--- config.mk ---
export PLATFORM = sky130hd
export DESIGN_NAME = fetch_stage_flat
export DESIGN_NICKNAME = d
export VERILOG_FILES = /design/src/rtl/fetch_stage_if.sv /design/src/rtl/fetch_stage.sv /design/src/flat_wrapper.sv
export SDC_FILE = /design/constraint.sdc
export NUM_CORES = 1
export LEC_CHECK = 0
export ABC_AREA = 1
export ABC_CLOCK_PERIOD_IN_PS = 1700
export BUFFER_PORTS_ARGS = -buffer_cell sky130_fd_sc_hd__buf_2
export CORE_ASPECT_RATIO = 0.6
export CORE_MARGIN = 4
export CORE_UTILIZATION = 45
export CTS_CLUSTER_SIZE = 16
export DETAILED_ROUTE_END_ITERATION = 8
export PLACE_DENSITY = 0.75
export RECOVER_POWER = 25
export SYNTH_ARGS = -nofsm -noshare
export SYNTH_HDL_FRONTEND = slang
export SYNTH_SLANG_ARGS = --single-unit
--- constraint.sdc ---
create_clock -name clk -period 1.7 [get_ports clk]
set_clock_uncertainty 0.2 [all_clocks]
set_input_delay 0.255 -clock clk [delete_from_list [all_inputs] [get_ports clk]]
set_output_delay 0.255 -clock clk [all_outputs]
set_load 0.02 [all_outputs]
--- src/rtl/fetch_stage_if.sv ---
// ============================================================================
// Module   : fetch_stage_if
// Brief    : Control, instruction-memory and IF/ID bundle of the fetch stage.
// Revision : 1.0  initial release
// ============================================================================
`default_nettype none

interface fetch_stage_if;
    logic       pc_write_en;
    logic       if_id_write_en;
    logic       inject_bubble;
    logic       inject_int;
    logic       branch_taken;
    logic [7:0] branch_target;
    logic [7:0] int_vector;
    logic [7:0] imem_addr;
    logic [7:0] imem_rdata;
    logic [7:0] if_id_instr;
    logic [3:0] opcode;
    logic [1:0] ra;
    logic [1:0] rb;
    logic [7:0] if_id_pc1;
    logic       if_id_valid;
    logic [7:0] imm;
    logic       imm_valid;
    logic [7:0] int_ret_pc;

    modport master (
        input  pc_write_en, if_id_write_en, inject_bubble, inject_int,
        input  branch_taken, branch_target, int_vector, imem_rdata,
        output imem_addr, if_id_instr, opcode, ra, rb, if_id_pc1,
        output if_id_valid, imm, imm_valid, int_ret_pc
    );

    modport slave (
        output pc_write_en, if_id_write_en, inject_bubble, inject_int,
        output branch_taken, branch_target, int_vector, imem_rdata,
        input  imem_addr, if_id_instr, opcode, ra, rb, if_id_pc1,
        input  if_id_valid, imm, imm_valid, int_ret_pc
    );
endinterface

`default_nettype wire

--- src/rtl/fetch_stage.sv ---
// ============================================================================
// Module   : fetch_stage
// Brief    : Instruction fetch: PC, IF/ID register, immediate and interrupt capture.
// Revision : 1.0  initial release
// ============================================================================
`default_nettype none

module fetch_stage #(
    parameter logic [7:0] RESET_VEC = 8'h00,
    parameter logic [7:0] NOP_INSTR = 8'h00
) (
    input  logic          clk,
    input  logic          rst,
    fetch_stage_if.master bus
);

    localparam logic [3:0] OPC_LDM = 4'd12;

    typedef enum logic [1:0] {
        S_RUN = 2'd0,
        S_IMM = 2'd1,
        S_INT = 2'd2
    } state_t;

    state_t     state_q, state_d;
    logic [7:0] pc_q, pc_d;
    logic [7:0] instr_q, instr_d;
    logic [7:0] pc1_q, pc1_d;
    logic       valid_q, valid_d;
    logic [7:0] imm_q, imm_d;
    logic       imm_valid_q, imm_valid_d;
    logic [7:0] int_ret_pc_q, int_ret_pc_d;
    logic [7:0] pc_inc;
    logic       imm_start;

    always_ff @(posedge clk or posedge rst) begin
        if (rst) begin
            state_q      <= S_RUN;
            pc_q         <= RESET_VEC;
            instr_q      <= NOP_INSTR;
            pc1_q        <= 8'h00;
            valid_q      <= 1'b0;
            imm_q        <= 8'h00;
            imm_valid_q  <= 1'b0;
            int_ret_pc_q <= 8'h00;
        end else begin
            state_q      <= state_d;
            pc_q         <= pc_d;
            instr_q      <= instr_d;
            pc1_q        <= pc1_d;
            valid_q      <= valid_d;
            imm_q        <= imm_d;
            imm_valid_q  <= imm_valid_d;
            int_ret_pc_q <= int_ret_pc_d;
        end
    end

    always_comb begin
        pc_inc = pc_q + 8'd1;

        if (bus.branch_taken)      pc_d = bus.branch_target;
        else if (bus.inject_int)   pc_d = bus.int_vector;
        else if (!bus.pc_write_en) pc_d = pc_q;
        else                       pc_d = pc_inc;

        instr_d = instr_q;
        pc1_d   = pc1_q;
        valid_d = valid_q;
        if (bus.branch_taken) begin
            instr_d = NOP_INSTR;
            valid_d = 1'b0;
        end else if (!bus.if_id_write_en) begin
            instr_d = instr_q;
        end else if (bus.inject_bubble || bus.inject_int) begin
            instr_d = NOP_INSTR;
            valid_d = 1'b0;
        end else begin
            instr_d = bus.imem_rdata;
            valid_d = 1'b1;
            pc1_d   = pc_inc;
        end
    end

    // Decode stalls IF/ID on an opcode-12 instruction so the byte now on the
    // memory bus can be captured as its immediate.
    assign imm_start = valid_q && (instr_q[7:4] == OPC_LDM) && !bus.if_id_write_en;

    always_comb begin
        state_d      = state_q;
        imm_d        = imm_q;
        imm_valid_d  = 1'b0;
        int_ret_pc_d = int_ret_pc_q;
        if (bus.branch_taken) begin
            state_d = S_RUN;
        end else if (bus.inject_int) begin
            int_ret_pc_d = pc_q;
            state_d      = S_INT;
        end else begin
            case (state_q)
                S_RUN: begin
                    if (imm_start) begin
                        imm_d       = bus.imem_rdata;
                        imm_valid_d = 1'b1;
                        state_d     = S_IMM;
                    end
                end
                S_IMM:   state_d = S_RUN;
                S_INT:   state_d = S_RUN;
                default: state_d = S_RUN;
            endcase
        end
    end

    assign bus.imem_addr   = pc_q;
    assign bus.if_id_instr = instr_q;
    assign bus.opcode      = instr_q[7:4];
    assign bus.ra          = instr_q[3:2];
    assign bus.rb          = instr_q[1:0];
    assign bus.if_id_pc1   = pc1_q;
    assign bus.if_id_valid = valid_q;
    assign bus.imm         = imm_q;
    assign bus.imm_valid   = imm_valid_q;
    assign bus.int_ret_pc  = int_ret_pc_q;

endmodule

`default_nettype wire

--- src/flat_wrapper.sv ---
// flat-port wrapper written by rule: the top's interface ports become plain ports
module fetch_stage_flat 
#(
    parameter logic [7:0] RESET_VEC = 8'h00,
    parameter logic [7:0] NOP_INSTR = 8'h00
)
  (clk, rst, bus_pc_write_en, bus_if_id_write_en, bus_inject_bubble, bus_inject_int, bus_branch_taken, bus_branch_target, bus_int_vector, bus_imem_rdata, bus_imem_addr, bus_if_id_instr, bus_opcode, bus_ra, bus_rb, bus_if_id_pc1, bus_if_id_valid, bus_imm, bus_imm_valid, bus_int_ret_pc);
  fetch_stage_if bus_i ();
  input  logic clk;
  input  logic rst;
  input wire logic [$bits(bus_i.pc_write_en)-1:0] bus_pc_write_en;
  input wire logic [$bits(bus_i.if_id_write_en)-1:0] bus_if_id_write_en;
  input wire logic [$bits(bus_i.inject_bubble)-1:0] bus_inject_bubble;
  input wire logic [$bits(bus_i.inject_int)-1:0] bus_inject_int;
  input wire logic [$bits(bus_i.branch_taken)-1:0] bus_branch_taken;
  input wire logic [$bits(bus_i.branch_target)-1:0] bus_branch_target;
  input wire logic [$bits(bus_i.int_vector)-1:0] bus_int_vector;
  input wire logic [$bits(bus_i.imem_rdata)-1:0] bus_imem_rdata;
  output wire logic [$bits(bus_i.imem_addr)-1:0] bus_imem_addr;
  output wire logic [$bits(bus_i.if_id_instr)-1:0] bus_if_id_instr;
  output wire logic [$bits(bus_i.opcode)-1:0] bus_opcode;
  output wire logic [$bits(bus_i.ra)-1:0] bus_ra;
  output wire logic [$bits(bus_i.rb)-1:0] bus_rb;
  output wire logic [$bits(bus_i.if_id_pc1)-1:0] bus_if_id_pc1;
  output wire logic [$bits(bus_i.if_id_valid)-1:0] bus_if_id_valid;
  output wire logic [$bits(bus_i.imm)-1:0] bus_imm;
  output wire logic [$bits(bus_i.imm_valid)-1:0] bus_imm_valid;
  output wire logic [$bits(bus_i.int_ret_pc)-1:0] bus_int_ret_pc;
  assign bus_i.pc_write_en = bus_pc_write_en;
  assign bus_i.if_id_write_en = bus_if_id_write_en;
  assign bus_i.inject_bubble = bus_inject_bubble;
  assign bus_i.inject_int = bus_inject_int;
  assign bus_i.branch_taken = bus_branch_taken;
  assign bus_i.branch_target = bus_branch_target;
  assign bus_i.int_vector = bus_int_vector;
  assign bus_i.imem_rdata = bus_imem_rdata;
  assign bus_imem_addr = bus_i.imem_addr;
  assign bus_if_id_instr = bus_i.if_id_instr;
  assign bus_opcode = bus_i.opcode;
  assign bus_ra = bus_i.ra;
  assign bus_rb = bus_i.rb;
  assign bus_if_id_pc1 = bus_i.if_id_pc1;
  assign bus_if_id_valid = bus_i.if_id_valid;
  assign bus_imm = bus_i.imm;
  assign bus_imm_valid = bus_i.imm_valid;
  assign bus_int_ret_pc = bus_i.int_ret_pc;
  fetch_stage #(.RESET_VEC(RESET_VEC), .NOP_INSTR(NOP_INSTR)) u_core (.clk(clk), .rst(rst), .bus(bus_i));
endmodule
# After elaboration in Yosys (flattened, before gate mapping)
# Index checks and enable logic that the tools add are counted.
dict set report word_totals {
  ff_bits 44
  word_cells 41
  output_inout_bits 50
}
dict set report classes {
  bitwise 3
  n_reduce_logical 10
  n_eq_ne 2
  n_mux 17
  n_addsub 1
}
# op count
set ops {}
lappend ops {{2-to-1 mux 8 bit} 6}
lappend ops {{adder 8 x 1 -> 8 bit, second input constant} 1}
lappend ops {{2-to-1 mux 2 bit} 4}
lappend ops {{2-to-1 mux 1 bit} 7}
lappend ops {{== test 4 bit, second input constant} 1}
lappend ops {{inequality test 4 x 3 -> 1 bit, second input constant} 1}
lappend ops {{AND reduction 4 bit} 1}
lappend ops {{NOT 1 bit} 3}
lappend ops {{AND reduction 3 bit} 1}
lappend ops {{nonzero test 3 bit} 1}
lappend ops {{logical AND 1 bit} 2}
lappend ops {{logical NOT 2 bit} 1}
lappend ops {{AND reduction 2 bit} 1}
lappend ops {{nonzero test 2 bit} 1}
lappend ops {{logical NOT 1 bit} 1}
lappend ops {{logical OR 1 bit} 1}

# Depth between registers and ports, before layout
dict set report depth {
  word_depth 7
  ltp_mapped 7
}

# Least setup slack after synthesis
# No wires, ideal clock.
dict set report synth_path {
  kind {reg2reg}
  start {register u_core.pc_q[1] (netlist: u_core.bus.imem_addr[1])}
  end {register u_core.pc_q[6] (netlist: u_core.bus.imem_addr[6])}
  stages_incl_launch_ff 6
  setup_time_ns 0.077
  setup_slack_ns 0.163
  arrival_time_ns 1.260
  period_less_slack_ns 1.537
  required_ns 1.423
  cell_sequence {dfrtp_1 ha_1 nand3_1 o21ai_0 nand3_1 a21oi_1}
}
dict set report synth_between {
  elab_chain_cells 4
}
# element line_no
set synth_lines {}
lappend synth_lines {{start: declaration} fetch_stage.sv:26} ;# logic [7:0] pc_q, pc_d;
lappend synth_lines {{start signal: assignment} fetch_stage.sv:48} ;# pc_q <= pc_d;
lappend synth_lines {{adder 8 x 1 -> 8 bit} fetch_stage.sv:59} ;# pc_inc = pc_q + 8'd1;
lappend synth_lines {{2-to-1 mux 8 bit} fetch_stage.sv:63} ;# else if (!bus.pc_write_en) pc_d = pc_q;
lappend synth_lines {{2-to-1 mux 8 bit} fetch_stage.sv:62} ;# else if (bus.inject_int) pc_d = bus.int_vector;
lappend synth_lines {{2-to-1 mux 8 bit} fetch_stage.sv:61} ;# if (bus.branch_taken) pc_d = bus.branch_target;
# No other way between the ends. The select of a mux whose other input is x is not followed.
# A chain may end at the register's enable or synchronous reset.

# Worst setup path in the final report
dict set report layout_path {
  start {register u_core.pc_q[3] (netlist: u_core.bus.imem_addr[3])}
  end {register u_core.pc_q[7] (netlist: u_core.bus.imem_addr[7])}
}
# Same word-level chain as after synthesis.

==> summary.txt <==
Run status
  – Status: complete, no violations

Finish
  – Synth-to-layout area growth: 26.8%
  – Final core utilization: 60.8%
  – Antenna Cells: 0
  – Fillers: 397
  – Most common cell after layout, fill and taps aside: buf_2
  – NumNets Final: 351
  – Commonest cells after routing, fill and taps aside: buf_2, nand2_1, dfrtp_1
  – Layout cells sized above 1: 32.8%

Floorplan
  – Core Box Area: 4210 um2
  – Rows: 18
  – Die area: 5660 um2
  – Die X: 94.5 um
  – Initial Util: 48.0%
  – Boundary pin count: 81
  – Chip Height: 59.9 um

Routing
  – DR vias/cell: 4.82
  – DRT Wirelength: 5010 um
  – Drt pass-1 iters: 4
  – Total number of vias: 1830
  – Post-DRT Antenna Nets: 0
  – DR WL/cell: 13.2 um
  – Residual DRC: 0
  – Initial drt markers: 136

STA
  – Final Cycle Share: 87.5%
  – Tmin final: 1.49 ns
  – Slew headroom: 60.7%
  – Setup violations, final: 0
  – Unrepaired setup endpoints after global routing: false
  – Fin. max-slew vios: 0
  – Peak Freq: 673 MHz
  – Actual slew at the worst max-slew pin: 0.590 ns
  – Final-report hold violation count: 0
  – Final WS setup: 0.213 ns
  – Setup TNS: 0 ns

CTS
  – Clock transition at path regs: 0.09 ns
  – Clock sink count: 44
  – CTS Buf Count: 5
  – Clock root buffer: clkbuf_8
  – Clock Latency Late Sink: 0.29 ns
  – Htree depth: 2
  – Max Buffers Root-to-Sink: 2
  – CTS tree: built

Critical path
  – WP buf/inv: 0
  – CP max stage cell: dfrtp_1
  – Critical-path maximum fanout: 6
  – CP endpoint kind: flip-flop
  – Most used cell, CP: nand2_1
  – CP Class: reg2reg
  – Top cell family by delay on the critical path: simple AND/OR/NAND/NOR gates
  – Max incr delay on CP: 0.46 ns
  – Worst-path cell chain: nand2_1 > nor2_1 > nand2_1 > nand2_1 > nand3_1 > a21oi_1
  – Critical path startpoint category: flip-flop
  – Crit path DAT: 1.50 ns
  – Worst Path Required: 1.71 ns

Synth
  – Synth Cell Area: 2020 um2
  – Mapped Cells: 237
  – Sequential share of the synthesized area: 54.5%
  – Yosys top cell by area: dfrtp_1
  – Seq cells post-synth: 44
  – Syn Area/Cell: 8.52 um2
  – Share of the synthesized area in the top cell type: 54.5%
  – Synthesized net count: 269
  – Synth cell types: 23
  – Area contributors post-synth: dfrtp_1, nand2_1, o21ai_0
  – Synth warn: 0

Pwr
  – Clk pwr share: 27.9%
  – VDD IR max: 0.575 mV
  – Pwr dens: 969 nW/um2
  – Leakage: 1.45 nW
  – Share of total power in sequential cells: 49.6%
  – Sw power: 809 uW
  – Net Sw Frac: 32.6%
  – Gate power share: 22.5%
  – P_int: 1.67 mW

Run
  – Max-Cap Viols: 0

GRT
  – Vias in the first global route: 1667
  – GRT overflow: 0
  – GRT Total Usage: 18.8%
  – Pin count of the biggest net entering global routing: 45
  – First-pass GRT wire length: 8160 um
  – Initial antenna violation count: 0

Place
  – Place WS: 0.153 ns
  – Final GP Congestion: 0.842
  – DP HPWL: 3860 um
  – IO buf count: 80

Min path
  – HP Class: in2reg
## worst reg2reg max path, stage by stage (launching register included)
cell	delay, ns
dfrtp_1	0.46
nand2_1	0.15
nor2_1	0.24
nand2_1	0.08
nand2_1	0.08
nand3_1	0.08
a21oi_1	0.14
## flip-flops by register name, summed over array words and instances, names as in the netlist
register,count
u_core.bus.imm_valid,1
u_core.bus.if_id_instr,8
u_core.bus.if_id_valid,1
u_core.state_q,2
u_core.bus.imm,8
u_core.bus.if_id_pc1,8
u_core.bus.int_ret_pc,8
u_core.bus.imem_addr,8
## through the flow
stage	instances	power (mW)	hold WS (ns)	cell area [um2]
after floorplan	237	1.58	0.210	2020
after global placement	371	1.81	0.109	2470
after detailed placement	371	1.82	0.108	2470
after CTS	380	2.51	0.00994	2570
after global routing	380	2.63	0.00384	2560
final	380	2.48	0.0139	2560
## final timing paths
check / slack [ns] / to / startpoint / cells past startpoint
setup / recovery: 0.21 / u_core.bus.imem_addr[7] / u_core.bus.imem_addr[3] / 6
hold / removal: 0.01 / u_core.bus.imem_addr[1] / bus_int_vector[1] / 3
setup reg to reg: 0.21 / u_core.bus.imem_addr[7] / u_core.bus.imem_addr[3] / 6
hold reg to reg: 0.28 / u_core.bus.if_id_pc1[6] / u_core.bus.if_id_pc1[6] / 2
max in group asynchronous: 0.42 / u_core.bus.imem_addr[7] / rst / 4
min in group asynchronous: 0.48 / u_core.bus.if_id_pc1[4] / rst / 4
## layer usage
| metal | GRT usage [%] | share of wire (%) |
|---|---|---|
| met3 | 5.79 | 9.1 |
| met2 | 25.4 | 40 |
| met5 | 0 | 0 |
| met1 | 29.7 | 50 |
| met4 | 2.46 | 0.38 |
## cells by family (layout without fill, tap and decap cells)
kind of cell,after synthesis,count (layout),share of synthesized area (%)
compound gates,42,42,11.7
buf+inv,41,124,10.2
xor+xnor,1,1,0.434
flops,44,44,54.5
fa+ha+maj,1,1,0.619
simple gates,108,108,22.6
## cell type report
class                   count  area (um2)  area share [%]
clock buffers               6        82.6            3.22
clock inverters             2        15.0           0.586
inverters                  26        97.6            3.81
multi-input cells         152         713            27.8
flip-flops and latches     44        1100            43.0
well taps                  60        75.1            2.93
repair buffers             90         477            18.6
## synthesized netlist by cell type, drive strengths merged
cell / n
o22ai: 2
nand3: 19
a41oi: 1
nor2: 16
ha: 1
nor3: 2
o21ai: 26
buf: 15
xor2: 1
a31oi: 1
dfrtp: 44
o211ai: 1
inv: 26
nand4: 1
nand2: 70
a21oi: 11
## power by group through the flow
stage	Combinational, mW	Sequential [mW]	Clock (mW)
2_1_floorplan	0.212	1.37	0
3_3_place_gp	0.558	1.25	0
3_5_place_dp	0.566	1.25	0
4_1_cts	0.569	1.23	0.705
5_1_grt	0.618	1.25	0.768
6_report	0.559	1.23	0.693
## what timing repair did
action / CTS / global route
endpoints found under the setup margin: 0 / 1
hold endpoints to repair: 44 / 0
resized for setup: 0 / 1
hold buffers: 1 / 0
buffers inserted: 0 / 0
Power figures use the tool's default switching activity.
